## config.mk

```make
export PLATFORM = sky130hd
export DESIGN_NAME = inst_rom
export DESIGN_NICKNAME = d
export VERILOG_FILES = /design/src/rtl/inst_rom.sv
export SDC_FILE = /design/constraint.sdc
export NUM_CORES = 2
export LEC_CHECK = 0
export CAP_MARGIN = 20
export CELL_PAD_IN_SITES_DETAIL_PLACEMENT = 1
export CELL_PAD_IN_SITES_GLOBAL_PLACEMENT = 1
export CORE_UTILIZATION = 51
export CTS_CLUSTER_DIAMETER = 120
export CTS_CLUSTER_SIZE = 16
export DETAILED_ROUTE_END_ITERATION = 10
export DONT_BUFFER_PORTS = 1
export HOLD_SLACK_MARGIN = 0.05
export PLACE_DENSITY_LB_ADDON = 0.1
export SKIP_CTS_REPAIR_TIMING = 1
export SYNTH_ARGS = -nofsm -noshare
export SYNTH_HDL_FRONTEND = slang
export SYNTH_SLANG_ARGS = --single-unit
```

## constraint.sdc

```tcl
create_clock -name clk -period 3.5 [get_ports clk]
set_input_delay 0.7 -clock clk [delete_from_list [all_inputs] [get_ports clk]]
set_output_delay 0.7 -clock clk [all_outputs]
set_load 0.005 [all_outputs]
```

## src/rtl/inst_rom.sv

```systemverilog
// inst_rom: loadable instruction memory behind the PC fetch port.
// Optional per-word even parity: define INST_ROM_PARITY_EN.
module inst_rom #(
    parameter int ADDR_W = 6,
    parameter int DATA_W = 32,
    parameter int DEPTH = 2**ADDR_W,
    parameter logic [DATA_W-1:0] NOP_WORD = '0
) (
    input  logic              clk,
    input  logic              rst,
    input  logic              ce,
    input  logic [ADDR_W-1:0] addr,
    input  logic              load_valid,
    output logic              load_ready,
    input  logic [ADDR_W-1:0] load_addr,
    input  logic [DATA_W-1:0] load_data,
    input  logic              load_last,
    output logic [DATA_W-1:0] inst,
    output logic              inst_valid,
    output logic              loaded,
    output logic              fetch_err
`ifdef INST_ROM_PARITY_EN
    ,
    output logic              parity_err
`endif
);

`ifdef INST_ROM_PARITY_EN
    localparam int MEM_W = DATA_W + 1;
`else
    localparam int MEM_W = DATA_W;
`endif

    typedef enum logic [1:0] {
        ST_EMPTY,
        ST_LOAD,
        ST_RUN
    } state_e;

    state_e state_q, state_d;
    logic inst_valid_q, inst_valid_d;
    logic fetch_err_q, fetch_err_d;
    logic wr_en, rd_en;
    logic [MEM_W-1:0] wr_word;
    logic [MEM_W-1:0] rd_word;
    logic [MEM_W-1:0] mem [DEPTH];

    // Next state, write/read strobes and the sticky early-fetch flag.
    always_comb begin
        state_d = state_q;
        wr_en = 1'b0;
        rd_en = 1'b0;
        fetch_err_d = fetch_err_q;
        unique case (state_q)
            ST_EMPTY: state_d = ST_LOAD;
            ST_LOAD: begin
                if (load_valid) begin
                    wr_en = 1'b1;
                    if (load_last) state_d = ST_RUN;
                end
            end
            ST_RUN: rd_en = ce;
            default: state_d = ST_EMPTY;
        endcase
        if (ce && state_q != ST_RUN) fetch_err_d = 1'b1;
        inst_valid_d = rd_en;
    end

    // Stored word, with the parity bit on top when enabled.
    always_comb begin
`ifdef INST_ROM_PARITY_EN
        wr_word = {^load_data, load_data};
`else
        wr_word = load_data;
`endif
    end

    // Control state; the array itself is never cleared by reset.
    always_ff @(posedge clk) begin
        if (rst) begin
            state_q <= ST_EMPTY;
            inst_valid_q <= 1'b0;
            fetch_err_q <= 1'b0;
        end else begin
            state_q <= state_d;
            inst_valid_q <= inst_valid_d;
            fetch_err_q <= fetch_err_d;
        end
    end

    // One write port, one registered read port: maps onto block RAM.
    always_ff @(posedge clk) begin
        if (wr_en) mem[load_addr] <= wr_word;
        if (rd_en) rd_word <= mem[addr];
    end

    assign inst = inst_valid_q ? rd_word[DATA_W-1:0] : NOP_WORD;
    assign inst_valid = inst_valid_q;
    assign loaded = (state_q == ST_RUN);
    assign load_ready = (state_q == ST_LOAD);
    assign fetch_err = fetch_err_q;

`ifdef INST_ROM_PARITY_EN
    // Even parity over data plus stored bit must be zero.
    assign parity_err = inst_valid_q & (^rd_word);
`endif

endmodule

```

==> metrics <==
Crit Path Class=in -> reg; vias=37,500; number of antenna violations at the first check in global routing=22; Die Ht=396 um; setup TNS=-2.51 ns; Data required, critical path=4.01 ns; clk buf depth=3; DR WL/cell=39.6 um; Worst Tran Pin Value=2.40 ns; Layout Skew=0.0292 ns; Antenna Violating Nets Remaining=0; Hold Crit Start=load_last; Final Hold Violating Endpoints=0; Leak=0.0268 uW; count of final max-slew check failures=204; Max Cap Violations=0; die area=157,000 um2; dpl hpwl=115,000 um; Slowest-stage cell, CP=mux4_2; WHS=0.100 ns; Seq pwr share=60.4%; Congestion Overflow GR=0; peak supply drop=0.543 mV; Synth Net Count=3,431; Final setup viols=7; Tmin final=4.12 ns; Yosys top cell by area=edfxtp_1; flip-flop and latch count after synthesis=2,084; vias in the first global route=38,200; RSZ-0062 raised after global routing=false; port bufs=0; # nets final=3,587; failing checks=design-rule violations, max-slew violations, negative setup slack; R2R Setup Slk=0.56 ns; vias per inst=6.68; cell count after synthesis=3,382; DR pass1 iterations=8; WHS Endpoint=state_q[1]$_SDFFE_PP0P_; clk_lat worst skew=0.80 ns; reg2reg end=mem[8][4]$_DFFE_PP_; Starting Density=51.4%; Num CTS Buffers=148; Worst Setup SP=addr[0]; largest net degree at the start of global routing=551; gr usage total=28.0%; H-tree depth=4; number of I/O pins=85; Max-slew headroom=-60.2%; CTS root buf=clkbuf_16; area grow syn2layout=11.2%; CP Cell Sequence=mux4_2 -> mux4_2 -> o22ai_1 -> nor2_1; sw frac=20.3%; Max FO, Critical Path=550; Post-Syn Area=79,300 um2; clock sink count=2,084; Core Region=154,000 um2; fmax=243 MHz; r2r startpoint=state_q[0]$_SDFFE_PP0P_; P_sw=9260 uW; Detailed Route WL=222,000 um; number of DRC markers in iteration 0=5,283; clock network fraction of design power=34.8%; Syn Area/Cell=23.4 um2; CTS clk-pin slew, worst paths=0.08 ns; Comb pwr share=4.8%; DRC=52; Setup crit start kind=primary input; CP max stage delay=1.30 ns; Final Cycle Share=118%; dominant cells by area after synthesis=edfxtp_1 79%, mux4_2 15%, mux2i_1 1.2%; outcome=complete, but fails checks; Cell Pwr Density=517 nW/um2; cell-internal power=36,300 uW; Top cell by count, worst path=mux4_2; Critical Path End Type=flop; Yosys Warn Count=0; Seq/Total Area, Yosys=78.9%; critical path arrival=4.63 ns; die span in x=396 um; post-route worst setup slack=-0.615 ns; post-synth top area share=78.8%; Reg2Reg Depth=6; share of layout cells above drive strength 1=26.7%; first-pass GRT wire length=300,000 um; CTS tree=yes; worst min path class=in -> reg; gpl congestion=0.805; Synth cell types=39; hold path depth=2; row cnt=144
-- power by group through the flow --
stage                     registers, uW  logic (uW)  clock network (uW)
after floorplan                   28100        1290                   0
after global placement            28100        1540                   0
after detailed placement          28100        1550                   0
after CTS                         27500        1560               16100
after global routing              27500        2240               16800
final                             27500        2200               15800
-- layout make-up --
| class | instances | area, um2 |
|---|---|---|
| inverter | 2 | 7.51 |
| clock buffer | 167 | 3880 |
| timing repair buffer | 194 | 2840 |
| clock inverter | 5 | 51.3 |
| sequential | 2084 | 62500 |
| multi-input combinational | 1108 | 16200 |
| fill | 12600 | 66100 |
| antenna | 6 | 15.0 |
| tap | 2044 | 2560 |
-- cells in the mapped netlist --
library cell and instances:
edfxtp_1 2080, mux4_2 532, nor2_1 125, o22ai_1 118
mux2i_1 96, clkbuf_1 76, buf_2 52, a21oi_1 39
and2_1 35, buf_4 32, nand2_1 31, o221ai_1 30
buf_1 17, a21o_1 12, a32oi_1 12, or4b_1 12
buf_6 11, nand2b_1 9, or3_1 8, mux2_2 6
nor2b_1 6, dfxtp_1 4, nand3b_1 4, nor3b_1 4
nor4_1 4, nand3_1 3, or2_2 3, or3b_2 3
a2111oi_0 2, a31oi_1 2, inv_1 2, mux2_1 2
o21ai_0 2, o21ai_1 2, o22a_1 2, a311oi_1 1
and3_1 1, nand4b_1 1, or2_1 1
-- cells by family (layout without fill, tap and decap cells) --
family	count (synthesis)	count (layout)	share of synthesized area, %
buffers and inverters	190	368	1.24
AO/OA/AOI/OAI	222	222	1.85
AND/OR/NAND/NOR	250	250	1.56
other	0	6	0
flip-flops	2084	2084	78.9
multiplexers	636	636	16.4
-- layout by cell type (no fill, tap or decap), types with 3 or more instances in the layout --
| cell | count |
|---|---|
| dfxtp_1 | 4 |
| buf_16 | 26 |
| dlygate4sd3_1 | 11 |
| nor3b_1 | 4 |
| or3b_2 | 3 |
| or4b_1 | 12 |
| a21o_1 | 12 |
| mux2_2 | 6 |
| nor2_4 | 64 |
| diode_2 | 6 |
| nor4_1 | 4 |
| inv_6 | 4 |
| nand3_1 | 3 |
| clkbuf_16 | 153 |
| or3_1 | 8 |
| nor2b_1 | 6 |
| edfxtp_1 | 2080 |
| or2_2 | 3 |
| and2_1 | 35 |
| a21oi_1 | 39 |
| nand2_1 | 30 |
| mux2i_1 | 96 |
| nand2b_1 | 9 |
| buf_12 | 66 |
| buf_4 | 89 |
| mux4_2 | 532 |
| nand3b_1 | 4 |
| a32oi_1 | 12 |
| nor2_1 | 61 |
| o22ai_1 | 118 |
| clkbuf_1 | 14 |
| o221ai_1 | 30 |
-- sequential cells by signal, indices dropped and copies added (netlist names) --
| signal | flops |
|---|---|
| state_q | 2 |
| mem | 2048 |
| rd_word | 32 |
| fetch_err | 1 |
| inst_valid | 1 |
-- worst max-delay path by stage --
stage                                  to  slack (ns)  cells past startpoint
floorplan            mem[38][0]$_DFFE_PP_        0.17                      4
global placement     rd_word[4]$_DFFE_PP_       -0.29                      4
detailed placement  rd_word[21]$_DFFE_PP_        0.14                      4
CTS                  mem[8][22]$_DFFE_PP_        0.62                      6
global route        rd_word[21]$_DFFE_PP_        0.31                      4
finish              rd_word[21]$_DFFE_PP_       -0.62                      4
-- through the flow --
stage | total power, uW | cell area [um2] | std cells | utilization (%) | setup slack (ns)
after floorplan | 29400 | 79300 | 3382 | - | 0.171
after global placement | 29600 | 83100 | 5380 | 53.9 | -0.287
after detailed placement | 29600 | 83100 | 5381 | 53.9 | 0.144
after CTS | 45200 | 87000 | 5553 | 56.4 | 0.618
after global routing | 46500 | 88100 | 5604 | 57.1 | 0.314
final | 45500 | 88100 | 5610 | 57.1 | -0.615
-- routing by layer --
layer  vias to the layer above  share of wire, %  GRT usage, %  routed length, um
met5                         -             0.042             0                 94
met4                        14               3.1          8.54               6890
met3                       271                10          7.57              22700
met2                      1802                47          43.6             105000
met1                     20700                39          39.1              87600
li1                      14700                 -             -                  -
-- critical path, delay by kind of cell --
kind               cells  cell delay, ns
AOI/OAI and AO/OA      1            0.82
muxes                  2            1.85
and+or+nand+nor        1            0.15
Power figures use the tool's default switching activity.
